[src/rtl/tpu_pkg.sv]
// Shared definitions for the systolic-array result path: default array
// geometry, the drain state encoding and a packed-row column accessor.
package tpu_pkg;

    localparam int ARRAY_SIZE_DEF = 2;
    localparam int ACC_W_DEF      = 16;

    typedef enum logic [1:0] {
        IDLE    = 2'd0,
        COLLECT = 2'd1,
        DONE    = 2'd2
    } drain_state_e;

    // Column c of a default-geometry packed row (column c at [c*ACC_W +: ACC_W]).
    function automatic logic [ACC_W_DEF-1:0] row_col(
        input logic [ARRAY_SIZE_DEF*ACC_W_DEF-1:0] row,
        input int                                  c
    );
        return row[c*ACC_W_DEF +: ACC_W_DEF];
    endfunction

endpackage

[src/rtl/result_drain_if.sv]
// Row output handshake from the drain to the memory-store path.
interface result_drain_if #(
    parameter int ARRAY_SIZE = 2,
    parameter int ACC_W      = 16
);
    logic                        out_valid;
    logic                        out_ready;
    logic                        out_last;
    logic [ARRAY_SIZE*ACC_W-1:0] out_row;

    modport master (output out_valid, output out_row, output out_last, input out_ready);
    modport slave  (input out_valid, input out_row, input out_last, output out_ready);
endinterface

[src/rtl/drain_col_fifo.sv]
// Single-column synchronous FIFO. Flush has priority over push/pop; a push
// into a full FIFO only lands when the same cycle also pops.
module drain_col_fifo #(
    parameter int ACC_W      = 16,
    parameter int FIFO_DEPTH = 2
) (
    input  logic             clk,
    input  logic             rst,
    input  logic             flush,
    input  logic             push,
    input  logic             pop,
    input  logic [ACC_W-1:0] din,
    output logic             full,
    output logic             empty,
    output logic [ACC_W-1:0] head
);
    localparam int PTR_W = (FIFO_DEPTH > 1) ? $clog2(FIFO_DEPTH) : 1;
    localparam int CNT_W = $clog2(FIFO_DEPTH + 1);

    logic [ACC_W-1:0] mem_q [FIFO_DEPTH];
    logic [ACC_W-1:0] mem_d [FIFO_DEPTH];
    logic [PTR_W-1:0] wr_ptr_q, wr_ptr_d, rd_ptr_q, rd_ptr_d;
    logic [CNT_W-1:0] cnt_q, cnt_d;
    logic             do_push, do_pop;

    assign full    = (cnt_q == CNT_W'(FIFO_DEPTH));
    assign empty   = (cnt_q == '0);
    assign head    = mem_q[rd_ptr_q];
    assign do_pop  = pop & ~empty;
    assign do_push = push & (~full | do_pop);

    // Next pointers, occupancy and storage contents.
    always_comb begin
        mem_d    = mem_q;
        wr_ptr_d = wr_ptr_q;
        rd_ptr_d = rd_ptr_q;
        cnt_d    = cnt_q;
        if (flush) begin
            wr_ptr_d = '0;
            rd_ptr_d = '0;
            cnt_d    = '0;
        end else begin
            if (do_push) begin
                mem_d[wr_ptr_q] = din;
                wr_ptr_d = (wr_ptr_q == PTR_W'(FIFO_DEPTH - 1)) ? '0 : wr_ptr_q + PTR_W'(1);
            end
            if (do_pop) begin
                rd_ptr_d = (rd_ptr_q == PTR_W'(FIFO_DEPTH - 1)) ? '0 : rd_ptr_q + PTR_W'(1);
            end
            cnt_d = cnt_q + CNT_W'(do_push) - CNT_W'(do_pop);
        end
    end

    // Storage and pointer registers; storage clears on reset so the head reads 0.
    always_ff @(posedge clk or negedge rst) begin
        if (!rst) begin
            for (int i = 0; i < FIFO_DEPTH; i++) mem_q[i] <= '0;
            wr_ptr_q <= '0;
            rd_ptr_q <= '0;
            cnt_q    <= '0;
        end else begin
            mem_q    <= mem_d;
            wr_ptr_q <= wr_ptr_d;
            rd_ptr_q <= rd_ptr_d;
            cnt_q    <= cnt_d;
        end
    end
endmodule

[src/rtl/result_drain.sv]
// Realigns the skewed per-column partial sums leaving the systolic array into
// whole rows and hands them to the store path over valid/ready.
// Optional build macro RESULT_DRAIN_RELU_EN clamps negative output elements
// to zero at the output mux; FIFO contents and timing are unaffected.
//
// state   | meaning
// IDLE    | waiting for tile_start, array output ignored
// COLLECT | pushing columns, emitting rows when every column has data
// DONE    | one-cycle tile_done pulse, then back to IDLE
module result_drain
    import tpu_pkg::*;
#(
    parameter int ARRAY_SIZE = ARRAY_SIZE_DEF,
    parameter int ACC_W      = ACC_W_DEF,
    parameter int FIFO_DEPTH = 2
) (
    input  logic                        clk,
    input  logic                        rst,
    input  logic                        tile_start,
    input  logic [ARRAY_SIZE-1:0]       sa_valid,
    input  logic [ARRAY_SIZE*ACC_W-1:0] sa_data,
    result_drain_if.master              out_if,
    output logic                        tile_done,
    output logic                        busy,
    output logic                        overflow
);
    localparam int CNT_W = (ARRAY_SIZE > 1) ? $clog2(ARRAY_SIZE) : 1;

    drain_state_e              state_q, state_d;
    logic [CNT_W-1:0]          row_cnt_q, row_cnt_d;
    logic                      overflow_q, overflow_d;
    logic [ARRAY_SIZE-1:0]     col_full, col_empty, col_push;
    logic [ACC_W-1:0]          col_head [ARRAY_SIZE];
    logic [ARRAY_SIZE*ACC_W-1:0] row_c;
    logic [ACC_W-1:0]          elem;
    logic                      handshake, flush, row_last;

    // tile_start arriving during the DONE pulse is not an arming event.
    assign flush     = tile_start & (state_q != DONE);
    assign col_push  = sa_valid & {ARRAY_SIZE{state_q == COLLECT}};
    assign handshake = out_if.out_valid & out_if.out_ready;
    assign row_last  = (row_cnt_q == CNT_W'(ARRAY_SIZE - 1));

    for (genvar c = 0; c < ARRAY_SIZE; c++) begin : g_col
        drain_col_fifo #(.ACC_W(ACC_W), .FIFO_DEPTH(FIFO_DEPTH)) u_fifo (
            .clk   (clk),
            .rst   (rst),
            .flush (flush),
            .push  (col_push[c]),
            .pop   (handshake),
            .din   (sa_data[c*ACC_W +: ACC_W]),
            .full  (col_full[c]),
            .empty (col_empty[c]),
            .head  (col_head[c])
        );
    end

    // Assemble the output row from the FIFO heads, optionally clamping negatives.
    always_comb begin
        row_c = '0;
        elem  = '0;
        for (int c = 0; c < ARRAY_SIZE; c++) begin
            elem = col_head[c];
`ifdef RESULT_DRAIN_RELU_EN
            if (elem[ACC_W-1]) elem = '0;
`endif
            row_c[c*ACC_W +: ACC_W] = elem;
        end
    end

    assign out_if.out_row   = row_c;
    assign out_if.out_valid = (state_q == COLLECT) && (col_empty == '0);
    assign out_if.out_last  = out_if.out_valid && row_last;
    assign tile_done        = (state_q == DONE);
    assign busy             = (state_q == COLLECT);
    assign overflow         = overflow_q;

    // Next state, row count and sticky overflow.
    always_comb begin
        state_d    = state_q;
        row_cnt_d  = row_cnt_q;
        overflow_d = overflow_q | (|(col_push & col_full & ~{ARRAY_SIZE{handshake}}));
        case (state_q)
            IDLE: begin
                if (tile_start) begin
                    state_d    = COLLECT;
                    row_cnt_d  = '0;
                    overflow_d = 1'b0;
                end
            end
            COLLECT: begin
                if (tile_start) begin
                    row_cnt_d  = '0;
                    overflow_d = 1'b0;
                end else if (handshake) begin
                    if (row_last) begin
                        state_d   = DONE;
                        row_cnt_d = '0;
                    end else begin
                        row_cnt_d = row_cnt_q + CNT_W'(1);
                    end
                end
            end
            DONE:    state_d = IDLE;
            default: state_d = IDLE;
        endcase
    end

    // Control registers.
    always_ff @(posedge clk or negedge rst) begin
        if (!rst) begin
            state_q    <= IDLE;
            row_cnt_q  <= '0;
            overflow_q <= 1'b0;
        end else begin
            state_q    <= state_d;
            row_cnt_q  <= row_cnt_d;
            overflow_q <= overflow_d;
        end
    end
endmodule
[src/flat_wrapper.sv]
// flat-port wrapper written by rule: the top's interface ports become plain ports
module result_drain_flat import tpu_pkg::*;
#(
    parameter int ARRAY_SIZE = ARRAY_SIZE_DEF,
    parameter int ACC_W      = ACC_W_DEF,
    parameter int FIFO_DEPTH = 2
)
  (clk, rst, tile_start, sa_valid, sa_data, tile_done, busy, overflow, out_if_out_valid, out_if_out_row, out_if_out_last, out_if_out_ready);
  result_drain_if #(.ARRAY_SIZE(ARRAY_SIZE), .ACC_W(ACC_W)) out_if_i ();
  input  logic clk;
  input  logic rst;
  input  logic tile_start;
  input  logic [ARRAY_SIZE-1:0] sa_valid;
  input  logic [ARRAY_SIZE*ACC_W-1:0] sa_data;
  output logic tile_done;
  output logic busy;
  output logic overflow;
  output wire logic [$bits(out_if_i.out_valid)-1:0] out_if_out_valid;
  output wire logic [$bits(out_if_i.out_row)-1:0] out_if_out_row;
  output wire logic [$bits(out_if_i.out_last)-1:0] out_if_out_last;
  input wire logic [$bits(out_if_i.out_ready)-1:0] out_if_out_ready;
  assign out_if_out_valid = out_if_i.out_valid;
  assign out_if_out_row = out_if_i.out_row;
  assign out_if_out_last = out_if_i.out_last;
  assign out_if_i.out_ready = out_if_out_ready;
  result_drain #(.ARRAY_SIZE(ARRAY_SIZE), .ACC_W(ACC_W), .FIFO_DEPTH(FIFO_DEPTH)) u_core (.clk(clk), .rst(rst), .tile_start(tile_start), .sa_valid(sa_valid), .sa_data(sa_data), .out_if(out_if_i), .tile_done(tile_done), .busy(busy), .overflow(overflow));
endmodule
[config.mk]
export PLATFORM = sky130hd
export DESIGN_NAME = result_drain_flat
export DESIGN_NICKNAME = d
export VERILOG_FILES = /design/src/rtl/tpu_pkg.sv /design/src/rtl/result_drain_if.sv /design/src/rtl/drain_col_fifo.sv /design/src/rtl/result_drain.sv /design/src/flat_wrapper.sv
export SDC_FILE = /design/constraint.sdc
export NUM_CORES = 1
export LEC_CHECK = 0
export CORE_MARGIN = 10
export CORE_UTILIZATION = 46
export DETAILED_ROUTE_END_ITERATION = 6
export PLACE_DENSITY = 0.72
export SYNTH_ARGS = -nofsm -noshare
export SYNTH_HDL_FRONTEND = slang
export SYNTH_SLANG_ARGS = --single-unit
[constraint.sdc]
create_clock -name clk -period 5.2 [get_ports clk]
set_input_delay 0.78 -clock clk [delete_from_list [all_inputs] [get_ports clk]]
set_output_delay 0.78 -clock clk [all_outputs]
set_load 0.05 [all_outputs]
==> key figures, run 1 <==
Run status
  • Status: completed

GRT
  • First-pass GRT wire length: 11.5 mm
  • Initial antenna violation count: 0
  • Vias in the first global route: 2288
  • Total Routing Usage GR: 12.3%
  • GRT overflow: 0
  • Largest net degree at the start of global routing: 77

Logic synthesis
  • Top post-synthesis cells by area: dfrtp_1 53%, mux2_2 25%, mux2_4 7.6%, buf_6 1.6%, ha_1 1.4%
  • Synth warn: 0
  • Synth Instances: 239
  • Synth area leader: dfrtp_1
  • Net Count, Synth: 281
  • Top_reg_cell synth: dfrtp_1
  • Netlist Area Pre-Place: 3570 sq um
  • Seq cells post-synth: 76
  • Unique masters post-synth: 33
  • Seq/Total Area, Yosys: 53.3%
  • Syn_area_per_cell: around 15 sq um
  • Async set or reset register ratio after synthesis: 100%
  • Top cell type's share of synthesized area: ~53%
  • EDFF count, synth: 0

Routing
  • DR vias/cell: 4.96
  • Post-Route WL: slightly above 7 mm
  • Detailed-route via count: between 2000 and 2500
  • Residual DRC count: 0
  • Detailed Routing Iterations Pass 1: 3
  • Average wire per standard cell: 16.9 microns
  • Routed Antenna Nets: 0
  • Initial DRC count: 43

Floorplanning
  • Num rows: 32
  • Die width: ~110 microns
  • Die area: 11700 sq um
  • Die height: 108 microns
  • Core area: roughly 7600 sq um
  • Initial core utilization: 46.7%
  • Io pins: between 70 and 80

Worst setup path
  • Nature of the critical path startpoint: register
  • Slowest cell on crit path: dfrtp_1
  • Critical Path End Type: output port
  • Arrival @ worst endpoint: ~2.3 ns
  • Crit-path cells: mux2_2 -> clkdlybuf4s50_1
  • Max FO, Critical Path: 17
  • Family with the most delay on the worst path: flip-flops
  • WP buf/inv: 1
  • Largest stage delay on the critical path: roughly 0.85 ns
  • Setup CP Type: reg -> out
  • Worst EP required: 4.42 ns

CTS
  • Clock-pin slew on the worst setup and hold paths: 0.08 ns
  • Clk_lat worst skew: 0.33 ns
  • Root Buffer: clkbuf_8
  • CTS tree: done
  • Htree depth: 3
  • CTS max path bufs: 2
  • Post-CTS sizing: 0
  • Num Clock Sinks: 76
  • Inserted Clock Buffers: 9
  • Postcts setup bufs: 0
  • Hold buffers post-CTS: 0

Finish
  • N_diodes: 0
  • Final design utilization: between 50% and 60%
  • Most common cell after layout, fill and taps aside: mux2_2
  • # nets final: 355
  • Share of cells above drive strength 1: 37.9%
  • Commonest cells after routing, fill and taps aside: 78 x mux2_2, 76 x dfrtp_1, 73 x clkdlybuf4s50_1, 18 x mux2_4, 9 x clkbuf_8
  • Area Growth Syn to Fin: 26.2%

Placed design
  • DP Wirelength: 4.93 mm
  • IO buf count: 74
  • GP Congestion: 0.709

Timing
  • Normalized max-slew margin: 34.4%
  • Slew @ Worst Pin: 0.984 ns
  • Setup Viol. Count Final: 0
  • Final Critical Period: 3.10 ns
  • Final period util: 59.7%
  • RSZ-0062 raised after global routing: false
  • Fin. Hold Viols: 0
  • Fmax: 322 MHz
  • Setup Skew: ~0.0085 ns
  • Fin Setup TNS: 0 ns
  • Pins Over Slew Limit: 0
  • Fin Hold WS: 0.488 ns

Job
  • Max-Cap Viols: 0

Pwr
  • Worst vdd ir: between 0.0003 and 0.0004 V
  • PwrDens: 667 nW/um^2
  • P_leak: a little under 2 nW

Min path
  • Hold Crit Class: reg -> reg
[cells by family (layout without fill, tap and decap cells)]
| logic type | count (synthesis) | after routing | synth area share [%] |
|---|---|---|---|
| muxes | 96 | 96 | 32.2 |
| DFF | 76 | 76 | 53.3 |
| and+or+nand+nor | 29 | 29 | 5.44 |
| buffers and inverters | 16 | 94 | 3.72 |
| AOI/OAI and AO/OA | 11 | 11 | 2.24 |
| xor gates and xnor gates | 7 | 7 | 1.72 |
| adders and majority gates | 4 | 4 | 1.40 |
[sequential cells by signal, indices dropped and copies added (netlist names)]
name                          count
u_core.g_col.u_fifo.mem_q        64
u_core.g_col.u_fifo.cnt_q         4
u_core.g_col.u_fifo.rd_ptr_q      2
u_core.g_col.u_fifo.wr_ptr_q      2
u_core.state_q                    2
u_core.overflow                   1
u_core.row_cnt_q                  1
[through the flow]
stage	cells	total power, mW	worst slack (ns)	instance area [sq um]
6_report	419	3.00	2.10	4500
5_1_grt	419	3.16	1.99	4500
4_1_cts	419	3.04	2.07	4500
3_5_place_dp	404	2.60	2.17	4320
3_3_place_gp	404	2.57	2.23	4320
2_1_floorplan	239	2.15	2.54	3570
[per-layer routing]
metal  track usage (%)  wire [microns]
met4              3.72              55
met1              15.5            3170
met2              19.7            3420
met5                 0               0
met3              3.87             427
[final cells by class]
class,instances,area [sq um]
Clock inverter,5,53.8
Tap cell,102,128
Multi-Input combinational cell,147,1530
Fill cell,645,3150
Sequential cell,76,1900
Clock buffer,10,128
Timing Repair Buffer,74,738
Inverter,5,18.8
[synth_stat cells, drive strengths merged, types with 2 or more instances]
cell / instances
mux2: 96
dfrtp: 76
buf: 9
and2: 6
nor2: 6
inv: 5
nand2: 5
xnor2: 5
ha: 4
o21ai: 3
a21boi: 2
a21o: 2
and3b: 2
clkbuf: 2
nand2b: 2
nand3: 2
nor3: 2
xor2: 2
[tightest hold or removal path: stages (launching register included)]
cell	delay [ns]
dfrtp_1	0.35
nand2_1	0.05
o41ai_1	0.05
[worst paths after layout]
path,from,endpoint,depth (start not counted),slack [ns]
worst max register to register,u_core.g_col[1].u_fifo.cnt_q[1],u_core.g_col[1].u_fifo.mem_q[26],4,3.02
min in group asynchronous,rst,u_core.g_col[1].u_fifo.mem_q[7],1,0.58
worst min-delay path,u_core.overflow,u_core.overflow,2,0.49
max in group asynchronous,rst,u_core.g_col[1].u_fifo.cnt_q[0],1,4.00
worst max-delay path,u_core.g_col[0].u_fifo.rd_ptr_q,out_if_out_row[12],2,2.10
worst min register to register,u_core.overflow,u_core.overflow,2,0.49
[power breakdown]
group / switching, mW / internal, mW / leakage (nW) / total [mW]
Combinational: 0.848 / 0.702 / 0.935 / 1.55
Sequential: 0.165 / 0.858 / 0.917 / 1.02
Clock: 0.210 / 0.218 / 0.0959 / 0.428
Total: 1.22 / 1.78 / 1.95 / 3.00
(Power assumes the default switching activity.)
==> run 2, diff against run 1 <==
==> constraint.sdc (replaced) <==
create_clock -name clk -period 2.99 [get_ports clk]
set_input_delay 0.4485 -clock clk [delete_from_list [all_inputs] [get_ports clk]]
set_output_delay 0.4485 -clock clk [all_outputs]
set_load 0.05 [all_outputs]
==> run 2 against run 1 <==
Clock skew is 0.0081 ns higher; sequential power is 72% higher; global-route usage is 0.32 points higher; utilization is 1.0 points higher; clock-buffer cell count is 1 higher; combinational power is 79% higher; critical endpoint is now out_if_out_row[26]; highest routed layer unchanged; worst setup slack worse by 1.7 ns.
==> key figures, run 2 (same netlist as run 1, synthesis figures left out) <==
Run status
  • Status: completed (unchanged)

Timing
  • Setup Viol. Count Final: 0 (unchanged)
  • Pins Over Slew Limit: 0 (unchanged)
  • Slew @ Worst Pin: 0.937 ns (was 0.984 ns)
  • Fmax: 388 MHz
  • Setup Skew: 0.0166 ns (was 0.00850 ns)
  • Fin. Hold Viols: 0 (unchanged)
  • RSZ-0062 raised after global routing: false (unchanged)
  • Final Critical Period: roughly 2.6 ns
  • Fin Hold WS: 0.234 ns (was 0.488 ns)
  • Final period util: 86.3%
  • Fin Setup TNS: 0 ns (unchanged)
  • Normalized max-slew margin: 37.5% (was 34.4%)

Floorplanning
  • Initial core utilization: 46.7% (unchanged)
  • Die width: 108 microns (unchanged)
  • Die height: 108 microns (unchanged)
  • Core area: 7650 sq um (unchanged)
  • Die area: 11700 sq um (unchanged)
  • Io pins: 75 (unchanged)
  • Num rows: 32 (unchanged)

Worst setup path
  • Nature of the critical path startpoint: register (unchanged)
  • Family with the most delay on the worst path: buffers and inverters (was flip-flops)
  • Setup CP Type: reg -> out (unchanged)
  • Max FO, Critical Path: 11 (was 17)
  • Worst EP required: 2.54 ns (was 4.42 ns)
  • Crit-path cells: buf_12 -> mux2_2 -> clkdlybuf4s50_1 (was mux2_2 -> clkdlybuf4s50_1)
  • Largest stage delay on the critical path: 0.70 ns (was 0.85 ns)
  • WP buf/inv: 2 (was 1)
  • Slowest cell on crit path: clkdlybuf4s50_1 (was dfrtp_1)
  • Critical Path End Type: output port (unchanged)
  • Arrival @ worst endpoint: 2.13 ns (was 2.32 ns)

Routing
  • Routed Antenna Nets: 0 (unchanged)
  • DR vias/cell: 4.95 (was 4.96)
  • M1 wire length: 3.24 mm (was 3.17 mm)
  • Detailed Routing Iterations Pass 1: 4 (was 3)
  • Initial DRC count: 55 (was 43)
  • Met3 WL: 379 microns (was 427 microns)
  • Detailed-route via count: 2108 (was 2079)
  • Top sig layer: met4 (unchanged)
  • Average wire per standard cell: 16.9 microns (about the same)
  • Post-Route WL: 7.19 mm (was 7.07 mm)
  • Metal2 WL: 3.45 mm (was 3.42 mm)
  • Residual DRC count: 0 (unchanged)

Pwr
  • Worst vdd ir: 0.000557 V (was 0.000322 V)
  • P_leak: 1.98 nW (was 1.95 nW)
  • PwrDens: 1160 nW/um^2 (was 667 nW/um^2)

Finish
  • Share of cells above drive strength 1: 39.2% (was 37.9%)
  • Post-Layout Cell Count: 426 (was 419)
  • Fillers: 630 (was 645)
  • Register area: 1900 sq um (unchanged)
  • Commonest cells after routing, fill and taps aside: 78 x mux2_2, 76 x dfrtp_1, 73 x clkdlybuf4s50_1, 18 x mux2_4, 10 x clkbuf_8 (was 78 x mux2_2, 76 x dfrtp_1, 73 x clkdlybuf4s50_1, 18 x mux2_4, 9 x clkbuf_8)
  • # nets final: 361 (was 355)
  • Largest register FFs: 64 (unchanged)
  • N_diodes: 0 (unchanged)
  • Largest Register: u_core.g_col.u_fifo.mem_q (unchanged)
  • Area occupied by multi-input gates: 1530 sq um (unchanged)
  • Largest registers: u_core.g_col.u_fifo.mem_q: 64 flops, u_core.g_col.u_fifo.cnt_q: 4 flops (unchanged)
  • Most common cell after layout, fill and taps aside: mux2_2 (unchanged)
  • Area Growth Syn to Fin: 28.3% (was 26.2%)

CTS
  • Inserted Clock Buffers: 9 (unchanged)
  • Postcts setup bufs: 0 (unchanged)
  • Post-CTS sizing: 0 (unchanged)
  • CTS tree: done (unchanged)
  • CTS max path bufs: 2 (unchanged)
  • Clk_lat worst skew: 0.35 ns (was 0.33 ns)
  • Clock-pin slew on the worst setup and hold paths: 0.09 ns (was 0.08 ns)
  • Hold buffers post-CTS: 0 (unchanged)
  • Root Buffer: clkbuf_8 (unchanged)
  • Htree depth: 3 (unchanged)
  • Num Clock Sinks: 76 (unchanged)

Min path
  • Hold Crit Class: in -> async (was reg -> reg)

Job
  • Max-Cap Viols: 0 (unchanged)

GRT
  • Initial antenna violation count: 0 (unchanged)
  • Vias in the first global route: 2317 (was 2288)
  • GRT overflow: 0 (unchanged)
  • First-pass GRT wire length: 11.6 mm (was 11.5 mm)
  • Largest net degree at the start of global routing: 77 (unchanged)
  • Total Routing Usage GR: 12.6% (was 12.3%)

Placed design
  • GP Congestion: 0.758 (was 0.709)
  • IO buf count: 74 (unchanged)
  • Placed cell count: 410 (was 404)
  • DP Wirelength: 5.11 mm (was 4.93 mm)
-- run 2: changes by cell type in the layout (fill, tap and decap cells not counted), sizes merged --
cell / previous run / this run
buf: 1 / 7
clkinv: 4 / 1
clkinvlp: 0 / 2
clkbuf: 10 / 11
inv: 5 / 6
-- run 2: stage by stage --
stage / util, % / instance area, sq um / power, mW / worst slack [ns]
3_3_place_gp: 57.2 / 4380 / 4.51 / 0.707
6_report: 59.9 / 4580 / 5.31 / 0.410
3_5_place_dp: 57.2 / 4380 / 4.56 / 0.629
4_1_cts: 59.9 / 4580 / 5.37 / 0.385
5_1_grt: 59.9 / 4580 / 5.59 / 0.318
2_1_floorplan: - / 3570 / 3.75 / 0.665
-- run 2: routing by layer --
| layer | up-vias | track usage [%] |
|---|---|---|
| li1 | 1003 | - |
| met5 | - | 0 |
| met4 | 0 | 5.44 |
| met3 | 10 | 4.05 |
| met1 | 1050 | 15.5 |
| met2 | 45 | 19.9 |
-- run 2: cell type report --
type	count	share of cell area, %
inverter	5	0.410
clock inverter	5	1.28
tap	102	2.79
multi-input combinational	147	33.5
timing repair buffer	80	17.4
sequential	76	41.5
clock buffer	11	3.09
-- run 2: where the power goes --
group          internal, mW  switching [mW]  total (mW)
Clock                 0.410           0.386       0.796
Combinational          1.25            1.52        2.77
Sequential             1.49           0.256        1.75
Total                  3.15            2.16        5.31
-- run 2: path summary, 6_finish.rpt --
check                                                 from  slack, ns                          endpoint  cells past startpoint
min in group clk                           u_core.overflow       0.50                   u_core.overflow                      2
min reg2reg                                u_core.overflow       0.50                   u_core.overflow                      2
max in group asynchronous                              rst       2.14  u_core.g_col[0].u_fifo.mem_q[21]                      1
min                                                    rst       0.23  u_core.g_col[1].u_fifo.mem_q[23]                      1
max                        u_core.g_col[1].u_fifo.rd_ptr_q       0.41                out_if_out_row[26]                      3
max reg2reg                u_core.g_col[1].u_fifo.cnt_q[1]       1.11   u_core.g_col[1].u_fifo.cnt_q[1]                      9
